<file path="config.mk">
export PLATFORM = sky130hd
export DESIGN_NAME = tdc_window_stats
export DESIGN_NICKNAME = d
export VERILOG_FILES = /design/src/rtl/tdc_stats_pkg.sv /design/src/rtl/tdc_stats_datapath.sv /design/src/rtl/tdc_window_stats.sv
export SDC_FILE = /design/constraint.sdc
export NUM_CORES = 1
export LEC_CHECK = 0
export CORE_ASPECT_RATIO = 1.2
export CORE_MARGIN = 2
export CORE_UTILIZATION = 40
export DETAILED_ROUTE_END_ITERATION = 6
export HOLD_SLACK_MARGIN = 0.02
export PLACE_DENSITY_LB_ADDON = 0.3
export SLEW_MARGIN = 20
export SYNTH_ARGS = -nofsm -noshare
export SYNTH_HDL_FRONTEND = slang
export SYNTH_HIERARCHICAL = 1
export SYNTH_SLANG_ARGS = --single-unit
</file>
<file path="constraint.sdc">
create_clock -name clk -period 3.9 [get_ports clk]
set_input_delay 0.975 -clock clk [delete_from_list [all_inputs] [get_ports clk]]
set_output_delay 0.975 -clock clk [all_outputs]
set_load 0.005 [all_outputs]
</file>
<file path="src/rtl/tdc_stats_pkg.sv">
// tdc_stats_pkg
//   Shared types and defaults for the TDC window statistics engine.
//   - state_e   : control FSM states
//   - rd_sel_e  : readout mux select encodings
//   - DefaultCodeW / DefaultLog2NMax : default parameter values
//   - clamp_n_log2 : limits a requested window exponent to the supported maximum
package tdc_stats_pkg;

    localparam int unsigned DefaultCodeW    = 8;
    localparam int unsigned DefaultLog2NMax = 4;

    typedef enum logic [1:0] {
        StIdle  = 2'd0,
        StAccum = 2'd1,
        StCalc  = 2'd2,
        StDone  = 2'd3
    } state_e;

    typedef enum logic [1:0] {
        SelMean   = 2'd0,
        SelMin    = 2'd1,
        SelMax    = 2'd2,
        SelStatus = 2'd3
    } rd_sel_e;

    function automatic logic [2:0] clamp_n_log2(input logic [2:0] n, input logic [2:0] lim);
        return (n > lim) ? lim : n;
    endfunction

endpackage

</file>
<file path="src/rtl/tdc_stats_datapath.sv">
// tdc_stats_datapath
//   Accumulation datapath for one statistics window: running sum, sample count,
//   running min/max and the mean computed by a right shift of the sum.
// Ports:
//   clk, rst_n     : clock, synchronous active-low reset
//   clear          : start of a new window (clears sum/cnt, min=all-ones, max=0)
//   sample         : accept tdc_code into the window this cycle
//   calc           : capture mean = sum >> n_log2_lat
//   n_log2_lat     : latched, already-clamped window exponent
//   tdc_code       : incoming TDC code
//   last_sample    : the sample accepted this cycle completes the window
//   mean/code_min/code_max : result registers
module tdc_stats_datapath
    import tdc_stats_pkg::*;
#(
    parameter int unsigned CODE_W     = DefaultCodeW,
    parameter int unsigned LOG2_N_MAX = DefaultLog2NMax
) (
    input  logic              clk,
    input  logic              rst_n,
    input  logic              clear,
    input  logic              sample,
    input  logic              calc,
    input  logic [2:0]        n_log2_lat,
    input  logic [CODE_W-1:0] tdc_code,
    output logic              last_sample,
    output logic [CODE_W-1:0] mean,
    output logic [CODE_W-1:0] code_min,
    output logic [CODE_W-1:0] code_max
);

    localparam int unsigned SumW = CODE_W + LOG2_N_MAX;
    localparam int unsigned CntW = LOG2_N_MAX + 1;

    logic [SumW-1:0]   sum_q;
    logic [CntW-1:0]   cnt_q;
    logic [CODE_W-1:0] mean_q;
    logic [CODE_W-1:0] min_q;
    logic [CODE_W-1:0] max_q;

    logic [CntW-1:0]   win_n;
    logic [CntW-1:0]   cnt_inc;
    logic [SumW-1:0]   sum_shifted;

    // n_log2_lat never exceeds LOG2_N_MAX, so N fits in CntW bits.
    assign win_n       = CntW'(1) << n_log2_lat;
    assign cnt_inc     = cnt_q + CntW'(1);
    assign last_sample = sample && (cnt_inc == win_n);
    // Truncating shift: integer mean, rounded toward zero.
    assign sum_shifted = sum_q >> n_log2_lat;

    always_ff @(posedge clk) begin
        if (!rst_n) begin
            sum_q  <= '0;
            cnt_q  <= '0;
            mean_q <= '0;
            min_q  <= '0;
            max_q  <= '0;
        end else if (clear) begin
            sum_q <= '0;
            cnt_q <= '0;
            min_q <= '1;
            max_q <= '0;
        end else begin
            if (sample) begin
                sum_q <= sum_q + SumW'(tdc_code);
                cnt_q <= cnt_inc;
                if (tdc_code < min_q) begin
                    min_q <= tdc_code;
                end
                if (tdc_code > max_q) begin
                    max_q <= tdc_code;
                end
            end
            if (calc) begin
                mean_q <= sum_shifted[CODE_W-1:0];
            end
        end
    end

    assign mean     = mean_q;
    assign code_min = min_q;
    assign code_max = max_q;

endmodule

</file>
<file path="src/rtl/tdc_window_stats.sv">
// tdc_window_stats
//   Windowed statistics engine for the TDC code stream. Collects 2^n_log2
//   samples, then reports mean/min/max through a registered byte readout.
// Ports:
//   clk, rst_n : clock, synchronous active-low reset
//   tdc_code   : TDC output code (clk domain)
//   tdc_valid  : one-cycle strobe marking a new tdc_code
//   start      : begin a new window (honoured in IDLE and DONE only)
//   n_log2     : window exponent, latched and clamped at start
//   rd_sel     : 0 mean, 1 min, 2 max, 3 status {busy, done, 000, n_log2_lat}
//   rd_data    : registered readout byte, one cycle behind rd_sel
//   busy       : window collecting or computing
//   done       : results stable
module tdc_window_stats
    import tdc_stats_pkg::*;
#(
    parameter int unsigned CODE_W     = DefaultCodeW,
    parameter int unsigned LOG2_N_MAX = DefaultLog2NMax
) (
    input  logic              clk,
    input  logic              rst_n,
    input  logic [CODE_W-1:0] tdc_code,
    input  logic              tdc_valid,
    input  logic              start,
    input  logic [2:0]        n_log2,
    input  logic [1:0]        rd_sel,
    output logic [CODE_W-1:0] rd_data,
    output logic              busy,
    output logic              done
);

    state_e            state_q;
    logic [2:0]        n_lat_q;
    logic              busy_q;
    logic              done_q;
    logic [CODE_W-1:0] rd_data_q;
    logic [CODE_W-1:0] rd_mux;
    logic [CODE_W-1:0] status;

    logic              clear;
    logic              sample;
    logic              calc;
    logic              last_sample;
    logic [CODE_W-1:0] mean;
    logic [CODE_W-1:0] code_min;
    logic [CODE_W-1:0] code_max;

    logic              start_ok;

    assign start_ok = start && ((state_q == StIdle) || (state_q == StDone));
    assign clear    = start_ok;
    assign sample   = (state_q == StAccum) && tdc_valid;
    assign calc     = (state_q == StCalc);

    tdc_stats_datapath #(
        .CODE_W     (CODE_W),
        .LOG2_N_MAX (LOG2_N_MAX)
    ) u_datapath (
        .clk         (clk),
        .rst_n       (rst_n),
        .clear       (clear),
        .sample      (sample),
        .calc        (calc),
        .n_log2_lat  (n_lat_q),
        .tdc_code    (tdc_code),
        .last_sample (last_sample),
        .mean        (mean),
        .code_min    (code_min),
        .code_max    (code_max)
    );

    // busy/done are a registered decode of the state, so they trail it by one
    // cycle; done additionally drops on the restart edge so it never overlaps
    // with a fresh window.
    always_ff @(posedge clk) begin
        if (!rst_n) begin
            state_q <= StIdle;
            n_lat_q <= '0;
            busy_q  <= 1'b0;
            done_q  <= 1'b0;
        end else begin
            busy_q <= (state_q == StAccum) || (state_q == StCalc);
            done_q <= (state_q == StDone) && !start;
            case (state_q)
                StIdle, StDone: begin
                    if (start) begin
                        state_q <= StAccum;
                        n_lat_q <= clamp_n_log2(n_log2, 3'(LOG2_N_MAX));
                    end
                end
                StAccum: begin
                    if (last_sample) begin
                        state_q <= StCalc;
                    end
                end
                StCalc: begin
                    state_q <= StDone;
                end
                default: begin
                    state_q <= StIdle;
                end
            endcase
        end
    end

    always_comb begin
        status                = '0;
        status[CODE_W-1]      = busy_q;
        status[CODE_W-2]      = done_q;
        status[2:0]           = n_lat_q;
    end

    always_comb begin
        rd_mux = '0;
        case (rd_sel_e'(rd_sel))
            SelMean:   rd_mux = mean;
            SelMin:    rd_mux = code_min;
            SelMax:    rd_mux = code_max;
            SelStatus: rd_mux = status;
            default:   rd_mux = '0;
        endcase
    end

    always_ff @(posedge clk) begin
        if (!rst_n) begin
            rd_data_q <= '0;
        end else begin
            rd_data_q <= rd_mux;
        end
    end

    assign rd_data = rd_data_q;
    assign busy    = busy_q;
    assign done    = done_q;

endmodule

</file>
==> impl_metrics.py <==
metrics = {
    "run_status": {
        "status": "complete, no violations",
    },
    "placement": {
        "dp_hpwl_mm": 6.064,
        "gp_congestion": 0.8905,
        "dp.cells": 518,
        "place_ws_ns": 0.7176,
        "port_buffers": 26,
    },
    "synthesis": {
        "synth-seq-cells": 56,
        "yosysWarnings": 6,
        "yosys.area.top_type": "dfxtp_1",
        "synth_top_area_share_pct": 32.28,
        "synth_flop_cell": "dfxtp_1",
        "yosysSeqAreaShare_pct": 32.28,
        "synth.area.top_cells": "dfxtp_1 32%, ha_1 9.7%, mux2i_1 8.1%, a21oi_1 4.5%, o21ai_0 3.7%",
        "syn_nets": 434,
        "syn_area_sq_um": 3473,
        "avgSynthCellArea_sq_um": 8.929,
        "async_reset_ff_share_pct": 0,
        "synthCells": 389,
        "synth_edf_count": 0,
        "synth.distinct_cells": 53,
    },
    "sta": {
        "slew_viol_final": 0,
        "max_clock_freq_ghz": 0.3508,
        "finalSetupViolCount": 0,
        "fin_skew_ns": 0.01010,
        "setup_tns_ns": 0,
        "hold_viol": 0,
        "tightest_slew_ns": 0.7798,
        "period_needed_ns": 2.851,
        "layout_setup_ws_ns": 1.049,
        "max-slew-margin-rel_pct": 47.85,
        "finalCritPeriodShare_pct": 73.10,
        "rsz0062_at_grt": "false",
    },
    "cells_and_area": {
        "multi_input_area_sq_um": 2147,
        "postLayoutCoreUtil_pct": 45.68,
        "area_growth_pct": 12.03,
        "n_antenna_cell": 0,
        "seqCellArea_sq_um": 1121,
        "drive_above_1_share_pct": 5.868,
        "nNetsFinal": 453,
        "fin_cells": 526,
        "fillers": 853,
    },
    "grt": {
        "grt_first_pass_wirelength_mm": 13.10,
        "antenna_found_initial": 0,
        "grt_usage_pct": 17.83,
        "grt-ovfl-total": 0,
        "grt_max_degree": 31,
        "grt_pass1_vias": 2770,
    },
    "die": {
        "die_x_um": 89.07,
        "dieArea_sq_um": 9448,
        "die_h_um": 106.1,
        "start_util_pct": 40.78,
        "core_sq_um": 8518,
        "rows": 37,
        "io_pins": 27,
    },
    "critical_path": {
        "cp.required_ns": 4.13,
        "crit_fanout": 8,
        "worstSetupEndpointType": "flop",
        "cp-start-kind": "input pin",
        "slowest_delay_ns": 0.53,
        "path_cells": "clkdlybuf4s50_1 > ha_1 > a211oi_1 > o21ai_1 > a21oi_4 > mux2_1 > o21a_1",
        "worstSetupPathType": "in2reg",
        "arrival_ns": 3.08,
        "ff2ff_path_depth": 7,
        "cp_slowest_cell": "clkdlybuf4s50_1",
    },
    "routing": {
        "totalWireLength_mm": 8.098,
        "viasPerCell": 5.432,
        "drt-pass1-iter-count": 5,
        "drtIter0Drc": 139,
        "antenna_left": 0,
        "route.detailed.drc": 0,
        "vias": 2857,
        "routedWlPerCell_um": 15.40,
    },
    "pwr": {
        "power_mw": 1.819,
        "p_per_area_nw_per_um2": 467.5,
        "ir_drop_mv": 0.1601,
        "p_leak_nw": 1.458,
    },
    "clock_network": {
        "clock-sinks": 56,
        "h-tree-depth": 2,
        "clock_path_buffers": 2,
        "root_buffer": "clkbuf_8",
        "hold_buffers": 0,
        "clkTransAtPathRegs_ns": 0.11,
        "cts_setup_buffers": 0,
        "clk_latency_ns": 0.33,
        "cts_tree": "yes",
        "cts_made_buffers": 5,
        "cts_resized": 0,
    },
    "worst_hold_path": {
        "hold_depth": 2,
        "hold_path_class": "reg2reg",
    },
    "flow_run": {
        "maxCapViolCount": 0,
    },
}
-- cell usage in the layout (no fill, tap or decap), drive strengths merged, types with 10 or more instances in the layout --
| cell type | synthesis | layout |
|---|---|---|
| o21a | 11 | 11 |
| a21oi | 33 | 33 |
| o21ai | 31 | 31 |
| dfxtp | 56 | 56 |
| mux2 | 10 | 10 |
| nand3 | 17 | 17 |
| nand2 | 21 | 21 |
| ha | 27 | 27 |
| inv | 24 | 25 |
| xor2 | 10 | 10 |
| mux2i | 28 | 28 |
| nor2 | 25 | 25 |
| clkdlybuf4s50 | 0 | 26 |
-- path summary, 6_finish.rpt --
| kind | start | to | slack [ns] |
|---|---|---|---|
| max reg2reg | n_lat_q[0]$_SDFFE_PN0P_ | state_q[1]$_SDFFE_PN0P_ | 1.47 |
| min | u_datapath/mean[5]$_SDFFE_PN0P_ | u_datapath/mean[5]$_SDFFE_PN0P_ | 0.46 |
| max | tdc_code[5] | u_datapath/code_min[5]$_SDFFE_PN0P_ | 1.05 |
| min reg2reg | u_datapath/mean[5]$_SDFFE_PN0P_ | u_datapath/mean[5]$_SDFFE_PN0P_ | 0.46 |
-- metrics by stage --
stage,cell area (sq um),hold slack [ns]
4_1_cts,3891,0.4648
2_1_floorplan,3473,0.4295
3_5_place_dp,3795,0.4486
3_3_place_gp,3795,0.4445
6_report,3891,0.4612
5_1_grt,3891,0.4821
-- Yosys cell counts (3+ instances only) --
| master | n |
|---|---|
| a211oi_1 | 5 |
| a21boi_0 | 3 |
| a21oi_1 | 31 |
| buf_2 | 9 |
| clkbuf_1 | 4 |
| dfxtp_1 | 56 |
| ha_1 | 27 |
| inv_1 | 24 |
| mux2_1 | 8 |
| mux2i_1 | 28 |
| mux4_2 | 5 |
| nand2_1 | 21 |
| nand2b_1 | 6 |
| nand3_1 | 17 |
| nand4_1 | 6 |
| nor2_1 | 25 |
| nor2b_1 | 6 |
| nor3_1 | 3 |
| o211ai_1 | 3 |
| o21a_1 | 11 |
| o21ai_0 | 26 |
| o21ai_1 | 4 |
| o22ai_1 | 8 |
| or3_1 | 3 |
| xnor2_1 | 3 |
| xor2_1 | 10 |
-- logic make-up (layout without fill, tap and decap cells) --
group           count (synthesis)  after routing  synth area share (%)
flops                          56             56                 32.28
mux                            43             43                 14.55
fa+ha+maj                      28             28                 10.30
xor+xnor                       13             13                 3.278
compound gates                108            108                 19.45
buf+inv                        42             62                 5.908
simple gates                   99             99                 14.23
-- registers in the layout, indices dropped and copies added, names as in the netlist --
name / flops
u_datapath/sum_q: 12
rd_data: 8
u_datapath/code_max: 8
u_datapath/code_min: 8
u_datapath/mean: 8
u_datapath/cnt_q: 5
n_lat_q: 3
state_q: 2
busy: 1
done: 1
-- power by group --
group | internal (mW) | total (mW) | leakage (nW) | switching, mW
Combinational | 0.314 | 0.678 | 0.956 | 0.364
Clock | 0.133 | 0.349 | 0.0463 | 0.217
Sequential | 0.674 | 0.792 | 0.456 | 0.117
Total | 1.12 | 1.82 | 1.46 | 0.698
-- routing by layer --
metal  GRT usage (%)  share of wire [%]  vias up  routed length [um]
li1                -                  -     1447                   -
met1           21.46                 44     1340                3569
met2           31.02                 50       57                4064
met3           2.873                2.9       13                 234
met4           7.143                2.8        0                 229
met5               0                  0        -                   0
-- area by class of cell --
type | instances | share of cell area (%)
inverter | 24 | 2.315
clock inverter | 3 | 0.7074
tap | 117 | 3.762
multi-input combinational | 291 | 55.18
sequential | 56 | 28.81
clock buffer | 5 | 1.768
timing repair buffer | 30 | 7.460
-- worst max-delay path, delay by kind of cell --
kind            cells  cell delay, ns
mux                 1            0.37
compound gates      4            0.85
fa+ha+maj           1            0.36
buf+inv             1            0.53
No activity file was read; power rests on OpenSTA's default activity.
